===== config.mk =====
export PLATFORM = sky130hd
export DESIGN_NAME = fila_pedidos
export DESIGN_NICKNAME = d
export VERILOG_FILES = /design/src/rtl/fila_pedidos.sv
export SDC_FILE = /design/constraint.sdc
export NUM_CORES = 1
export LEC_CHECK = 0
export CAP_MARGIN = 20
export CORE_ASPECT_RATIO = 1.4
export CORE_UTILIZATION = 45
export DETAILED_ROUTE_END_ITERATION = 8
export HOLD_SLACK_MARGIN = 0.03
export PLACE_DENSITY = 0.65
export SYNTH_ARGS = -nofsm -noshare
export SYNTH_HDL_FRONTEND = slang
export SYNTH_SLANG_ARGS = --single-unit

===== constraint.sdc =====
create_clock -name clock -period 2.5 [get_ports clock]
set_clock_uncertainty 0.2 [all_clocks]
set_input_delay 0.5 -clock clock [delete_from_list [all_inputs] [get_ports clock]]
set_output_delay 0.5 -clock clock [all_outputs]
set_load 0.01 [all_outputs]

===== src/rtl/fila_pedidos.sv =====
// rtl/fila_pedidos.sv - circular request queue feeding the movement FSM.
// Each request {origem, destino} is presented as two stops: origin first, then destination.
module fila_pedidos #(
  parameter int DEPTH   = 8,
  parameter int FLOOR_W = 2
) (
  input  logic                       clock,
  input  logic                       reset,
  input  logic                       clear,
  input  logic                       novo_pedido,
  input  logic [FLOOR_W-1:0]         origem,
  input  logic [FLOOR_W-1:0]         destino,
  input  logic [FLOOR_W-1:0]         andarAtual,
  input  logic                       shift,
  output logic                       temDestino,
  output logic                       sobe,
  output logic                       chegouDestino,
  output logic                       eh_origem,
  output logic [FLOOR_W-1:0]         destinoAtual,
  output logic [$clog2(DEPTH):0]     ocupacao,
  output logic                       cheia,
  output logic                       pedido_rejeitado
);

  localparam int AW = $clog2(DEPTH);

  logic [FLOOR_W-1:0] mem_origem  [DEPTH];
  logic [FLOOR_W-1:0] mem_destino [DEPTH];
  logic [AW-1:0]      rd;
  logic [AW-1:0]      wr;
  logic [AW:0]        count;
  logic               fase;
  logic               novo_d;

  logic push_req;
  logic push_ok;
  logic pop;
  logic empty;

  assign empty    = (count == '0);
  assign push_req = novo_pedido & ~novo_d;
  // Fullness uses the registered count, so a same-cycle pop never frees a slot for this push.
  assign push_ok  = push_req & ~clear & (count < (AW+1)'(DEPTH)) & (origem != destino);
  assign pop      = shift & ~clear & ~empty & fase;

  always_ff @(posedge clock or posedge reset) begin
    if (reset) begin
      rd               <= '0;
      wr               <= '0;
      count            <= '0;
      fase             <= 1'b0;
      novo_d           <= 1'b0;
      pedido_rejeitado <= 1'b0;
    end else if (clear) begin
      rd               <= '0;
      wr               <= '0;
      count            <= '0;
      fase             <= 1'b0;
      novo_d           <= 1'b0;
      pedido_rejeitado <= 1'b0;
    end else begin
      novo_d           <= novo_pedido;
      pedido_rejeitado <= push_req & ~push_ok;
      if (push_ok) wr <= wr + 1'b1;
      if (shift && !empty) begin
        if (fase) begin
          rd   <= rd + 1'b1;
          fase <= 1'b0;
        end else begin
          fase <= 1'b1;
        end
      end
      count <= count + (AW+1)'(push_ok) - (AW+1)'(pop);
    end
  end

  // Storage needs no reset: pointers and count define which entries are valid.
  always_ff @(posedge clock) begin
    if (push_ok) begin
      mem_origem[wr]  <= origem;
      mem_destino[wr] <= destino;
    end
  end

  assign temDestino    = ~empty;
  assign destinoAtual  = empty ? '0 : (fase ? mem_destino[rd] : mem_origem[rd]);
  assign eh_origem     = temDestino & ~fase;
  assign sobe          = temDestino & (destinoAtual > andarAtual);
  assign chegouDestino = temDestino & (destinoAtual == andarAtual);
  assign ocupacao      = count;
  assign cheia         = (count == (AW+1)'(DEPTH));

endmodule

==> results.json, run 1 <==
{
  "ant_nets": 0,
  "post-synth-top-area-cell": "edfxtp_1",
  "synth.area.top_cells": "edfxtp_1 45%, dfrtp_1 15%, ha_1 5.9%",
  "power.switching_uw": 572,
  "ys.flop_type": "edfxtp_1",
  "outcome": "complete, but fails checks",
  "setup_slack_ns": -0.706,
  "multi_input_area_um2": 883,
  "vias": 1452,
  "final-max-slew-violation-count": 0,
  "grt_max_degree": 16,
  "fillers": 343,
  "clk_path_buf_depth": 2,
  "layout_commonest_cell": "buf_4",
  "worstPathArrival_ns": 2.51,
  "gr-total-overflow": 0,
  "ys_types": 41,
  "syn_nets": 169,
  "clkSlewWorstSetupHoldPaths_ns": 0.08,
  "cp_top_family": "simple AND/OR/NAND/NOR gates",
  "layout-drive-gt1-share_pct": 40.3,
  "pre_cts_ws_ns": -0.814,
  "worstPathRequired_ns": 1.80,
  "antenna_found_initial": 0,
  "avgSynthCellArea_um2": 14.5,
  "chipWidth_um": 60.2,
  "dieArea_mm2": 0.00503,
  "ff_latch_area_mm2": 0.00129,
  "fin_tns_setup_ns": -2.02,
  "placed_area_mm2": 0.00269,
  "setup-violations-final": 7,
  "htree_levels": 2,
  "critPathBufInv": 1,
  "cp_max_fo": 4,
  "post_drt_via_cell_ratio": 5.13,
  "clk_latency_ns": 0.30,
  "dr.first_iter.drc_count": 38,
  "min_path_type": "in2async",
  "max-vdd-ir-drop_v": 0.000542,
  "core_mm2": 0.00454,
  "wire_per_inst_um": 16.3,
  "slowest_stage": "mux4_2",
  "place_congestion": 0.729,
  "rsz0062_at_grt": "true",
  "num_io_pins": 23,
  "portBuffers": 22,
  "synth_seq_cells": 45,
  "synth-seq-area-share_pct": 60.2,
  "final_cell_mix": "49 x buf_4, 32 x edfxtp_1, 16 x clkdlybuf4s50_1, 12 x dfrtp_1, 11 x nor2_1",
  "drc": 0,
  "netlist_area_mm2": 0.00214,
  "ys_warn_count": 0,
  "crit_chain": "mux4_2, or3b_1, o311ai_2, a21oi_2, ha_1, nor2b_4, o21ai_2, a21oi_2, buf_2",
  "cpPeakStageDelay_ns": 0.51,
  "dieHeight_um": 83.5,
  "cts_sinks": 45,
  "cts_tree": "built",
  "cp-end-kind": "primary output",
  "synth-edff-count": 32,
  "wl_um": 4620,
  "synthCells": 147,
  "cp-start-kind": "flop",
  "cts_buffers": 5,
  "hold_buffers": 0,
  "stdcell_area_mm2": 0.00298,
  "max_freq_ghz": 0.312,
  "root_buffer": "clkbuf_8",
  "powerDensity_mw_per_mm2": 658,
  "power_leakage_nw": 1.19,
  "synth_top_cell_area_share_pct": 45.0,
  "initial_core_util_pct": 47.1,
  "relSlewSlack_pct": 63.9,
  "ys_async_sr_fraction_pct": 28.9,
  "antennaDiodeCount": 0,
  "intPower_mw": 1.39,
  "p_comb_share_pct": 33.6,
  "worstMarginPinSlew_ns": 0.540,
  "grt.total_usage_pct": 20.8,
  "pwr-share-clk_pct": 22.7,
  "final-hold-violation-count": 0,
  "grt_pass1_vias": 1576,
  "p_sw_share_pct": 29.2,
  "cp_common_cell": "a21oi_2",
  "layout.nets": 242,
  "worstSetupPathType": "reg2out",
  "grt_pass1_wl_um": 7250,
  "cap_violations": 0,
  "place_hpwl_um": 3390,
  "p_seq_share_pct": 43.7,
  "first_pass_iters": 4,
  "period_share_pct": 128,
  "area_growth_pct": 39.4,
  "final.min_clock_period_ns": 3.21,
  "violations": "negative setup slack",
  "row_count": 29
}
-- cell usage after synthesis, drive strengths merged (4+ instances only) --
| master | number |
|---|---|
| xor2 | 6 |
| inv | 10 |
| edfxtp | 32 |
| dfrtp | 13 |
| nor2 | 13 |
| nor2b | 5 |
| nand2 | 4 |
| buf | 6 |
| nor3b | 4 |
| ha | 10 |
| mux4 | 6 |
| mux2i | 8 |
-- path summary, 6_finish.rpt --
kind                                       startpoint                    endpoint  slack [ns]  cells after the start
min in group clock                   novo_d$_DFF_PP0_  pedido_rejeitado$_DFF_PP0_        0.42                      1
worst max-delay path                rd[0]$_DFFE_PP0P_                        sobe       -0.71                      9
worst min register to register       novo_d$_DFF_PP0_  pedido_rejeitado$_DFF_PP0_        0.42                      1
worst max register to register  ocupacao[2]$_DFF_PP0_       ocupacao[1]$_DFF_PP0_       -0.03                     12
worst min-delay path                            reset            fase$_DFFE_PP0P_        0.33                      2
max in group asynchronous                       reset           rd[1]$_DFFE_PP0P_        1.38                      2
-- state kept, by name, indices dropped and copies added, names as in the netlist --
name	flops
wr	3
fase	1
ocupacao	4
mem_destino	16
pedido_rejeitado	1
rd	3
novo_d	1
mem_origem	16
-- final cells by class --
class                      instances  share of cell area (%)
clock buffer                       5                    2.31
tap                               62                    2.61
inverter                          10                    1.26
multi-input combinational         85                    29.7
sequential                        45                    43.3
timing repair buffer              73                    20.2
clock inverter                     3                   0.715
-- power by group through the flow --
stage	Clock, mW	Sequential [mW]	Combinational, mW
after floorplan	0	0.873	0.288
after CTS	0.458	0.855	0.628
after global routing	0.482	0.858	0.713
after detailed placement	0	0.871	0.578
final	0.445	0.855	0.657
after global placement	0	0.867	0.551
-- cells by family after synthesis --
family / after synthesis / share of synthesized area, %
flops: 45 / 60.2
mux: 14 / 10.6
xor+xnor: 8 / 3.28
simple gates: 39 / 10.4
compound gates: 13 / 4.51
buf+inv: 17 / 4.22
fa+ha+maj: 11 / 6.80
-- metrics by stage --
| step | total power, mW | hold slack [ns] | utilization [%] | std cells |
|---|---|---|---|---|
| 3_5_place_dp | 1.45 | 0.370 | 59.3 | 263 |
| 4_1_cts | 1.94 | 0.342 | 64.7 | 283 |
| 2_1_floorplan | 1.16 | 0.177 | - | 147 |
| 6_report | 1.96 | 0.329 | 65.6 | 283 |
| 3_3_place_gp | 1.42 | 0.355 | 59.3 | 263 |
| 5_1_grt | 2.05 | 0.384 | 65.6 | 283 |
-- worst reg2reg max path: stages, from the launching register on --
cell and delay [ns]:
dfrtp_1 0.40, inv_2 0.08, ha_4 0.12, nor3b_4 0.22, inv_2 0.10, buf_6 0.14, nand3_4 0.06, nor2_2 0.04
ha_2 0.31, inv_2 0.04, ha_4 0.15, fa_2 0.51, nor2b_2 0.12
-- metal layers --
layer	routed length, µm	track usage [%]
met1	1770	22.5
met4	143	11.2
met5	0	0
met2	2580	35.7
met3	127	4.81
-- timing repair --
item	4_1_cts	5_1_grt
pin swaps	14	5
gates resized for setup	32	8
endpoints found under the setup margin	8	9
buffers inserted	13	1
(Power assumes the default switching activity.)
==> run 2: changes to the inputs <==
--- a/config.mk
+++ b/config.mk
@@ -7,10 +7,11 @@
 export LEC_CHECK = 0
 export CAP_MARGIN = 20
 export CORE_ASPECT_RATIO = 1.4
-export CORE_UTILIZATION = 45
+export CORE_UTILIZATION = 40
 export DETAILED_ROUTE_END_ITERATION = 8
+export GPL_TIMING_DRIVEN = 0
 export HOLD_SLACK_MARGIN = 0.03
-export PLACE_DENSITY = 0.65
+export PLACE_DENSITY = 0.59
 export SYNTH_ARGS = -nofsm -noshare
 export SYNTH_HDL_FRONTEND = slang
 export SYNTH_SLANG_ARGS = --single-unit
==> run 2 against run 1 <==
Against the previous run: the run still ends with negative setup slack left; first-iteration DRC count grew 37%; utilization shrank 10 points; sequential cell count is the same; count of clock-buffer cells in the layout grew 2; sequential power is essentially flat; maximum frequency shrank 2.0%; clock power grew 25%; global-route usage shrank 4.5 points; critical endpoint unchanged.
==> results.json, run 2 (synthesis gave the netlist of run 1 again) <==
{
  "layout_commonest_cell": "edfxtp_1",
  "dr.first_iter.drc_count": 52,
  "outcome": "complete, but fails checks",
  "worstMarginPinSlew_ns": 0.667,
  "root_buffer": "clkbuf_8",
  "worstPathRequired_ns": 1.80,
  "dp_cells": 235,
  "fillers": 443,
  "final.min_clock_period_ns": 3.27,
  "violations": "negative setup slack",
  "multi_input_area_um2": 923,
  "period_share_pct": 131,
  "max_freq_ghz": 0.306,
  "first_pass_iters": 4,
  "wl_um": 4190,
  "grt_pass1_vias": 1417,
  "row_count": 31,
  "max-vdd-ir-drop_v": 0.000285,
  "setup_slack_ns": -0.772,
  "final_cell_mix": "32 x edfxtp_1, 15 x buf_4, 12 x nor2_1, 12 x dfrtp_1, 11 x clkdlybuf4s50_1",
  "layout.nets": 215,
  "place_hpwl_um": 2910,
  "cp-start-kind": "flop",
  "wire_per_inst_um": 16.1,
  "finish.utilization_pct": 55.1,
  "worstSetupPathType": "reg2out",
  "cap_violations": 0,
  "htree_levels": 2,
  "chipWidth_um": 63.8,
  "fin_cells": 260,
  "powerDensity_mw_per_mm2": 730,
  "area_growth_pct": 33.2,
  "cp-end-kind": "primary output",
  "stdcell_area_mm2": 0.00284,
  "cp_max_fo": 4,
  "num_io_pins": 23,
  "grt_pass1_wl_um": 6730,
  "drc": 0,
  "final-hold-violation-count": 0,
  "clkSlewWorstSetupHoldPaths_ns": 0.08,
  "pre_cts_ws_ns": -1.01,
  "post_drt_via_cell_ratio": 5.08,
  "layout-drive-gt1-share_pct": 33.0,
  "core_mm2": 0.00516,
  "cts_tree": "built",
  "dieArea_mm2": 0.00564,
  "cts_buffers": 5,
  "place_congestion": 0.708,
  "portBuffers": 22,
  "min_path_type": "in2async",
  "worstPathArrival_ns": 2.57,
  "antenna_found_initial": 0,
  "fin_tns_setup_ns": -1.95,
  "power_leakage_nw": 1.10,
  "cts_sinks": 45,
  "dieHeight_um": 88.5,
  "grt.total_usage_pct": 16.3,
  "initial_core_util_pct": 41.4,
  "antennaDiodeCount": 0,
  "gr-total-overflow": 0,
  "clk_latency_ns": 0.29,
  "setup-violations-final": 7,
  "ant_nets": 0,
  "grt_max_degree": 14,
  "relSlewSlack_pct": 55.2,
  "rsz0062_at_grt": "true",
  "clk_path_buf_depth": 2,
  "ff_latch_area_mm2": 0.00129,
  "final-max-slew-violation-count": 0,
  "vias": 1320,
  "hold_slack_ns": 0.355,
  "placed_area_mm2": 0.00245,
  "p_total_mw": 2.08
}
==> run 2: what timing repair did <==
item,4_1_cts,5_1_grt
pin swaps,11,2
hold buffers,0,0
resized for setup,48,10
endpoints found under the setup margin,37,12
setup buffers,16,1
==> run 2: layout make-up <==
cell class,count,share of cell area [%]
Inverter,10,1.32
Clock inverter,1,1.06
Multi-Input combinational cell,85,32.5
Buffer,7,2.11
Timing Repair Buffer,39,11.8
Clock buffer,7,3.04
Tap cell,66,2.90
Sequential cell,45,45.3
==> run 2: final timing paths <==
check                      slack, ns  cells past startpoint                   from                         end
max in group asynchronous       1.36                      2                  reset       ocupacao[3]$_DFF_PP0_
hold reg to reg                 0.41                      1       novo_d$_DFF_PP0_  pedido_rejeitado$_DFF_PP0_
min in group clock              0.41                      1       novo_d$_DFF_PP0_  pedido_rejeitado$_DFF_PP0_
hold / removal                  0.36                      2                  reset           wr[2]$_DFFE_PP0P_
setup reg to reg               -0.10                     12  ocupacao[3]$_DFF_PP0_       ocupacao[1]$_DFF_PP0_
setup / recovery               -0.77                     10      rd[0]$_DFFE_PP0P_                        sobe
==> run 2: routing by layer <==
layer	wire length, µm	GRT usage, %	part of all wire (%)	vias up
met1	1710	18.3	41	658
met3	115	3.87	2.7	8
met4	80	6.40	1.9	0
met2	2280	29.7	54	23
li1	-	-	-	631
met5	0	0	0	-
==> run 2: critical path: stages (launching register included) <==
cell	delay [ns]
dfrtp_1	0.38
buf_6	0.13
mux4_2	0.50
or3b_1	0.38
o311ai_2	0.10
a21oi_2	0.08
ha_4	0.28
nor2b_4	0.14
o21ai_2	0.06
a21oi_2	0.09
buf_2	0.13
==> run 2: where the power goes <==
group	total (mW)	switching, mW	leakage [nW]	internal [mW]
combinational	0.665	0.303	0.573	0.362
clock	0.557	0.232	0.0585	0.326
sequential	0.854	0.0238	0.465	0.830
total	2.08	0.558	1.10	1.52
==> run 3: changes to the inputs <==
--- a/config.mk
+++ b/config.mk
@@ -8,6 +8,7 @@
 export CAP_MARGIN = 20
 export CORE_ASPECT_RATIO = 1.4
 export CORE_UTILIZATION = 40
+export CTS_CLUSTER_DIAMETER = 80
 export DETAILED_ROUTE_END_ITERATION = 8
 export GPL_TIMING_DRIVEN = 0
 export HOLD_SLACK_MARGIN = 0.03
==> results of run 3 <==
The final DEF is identical to that of run 2; final timing and power are the same.
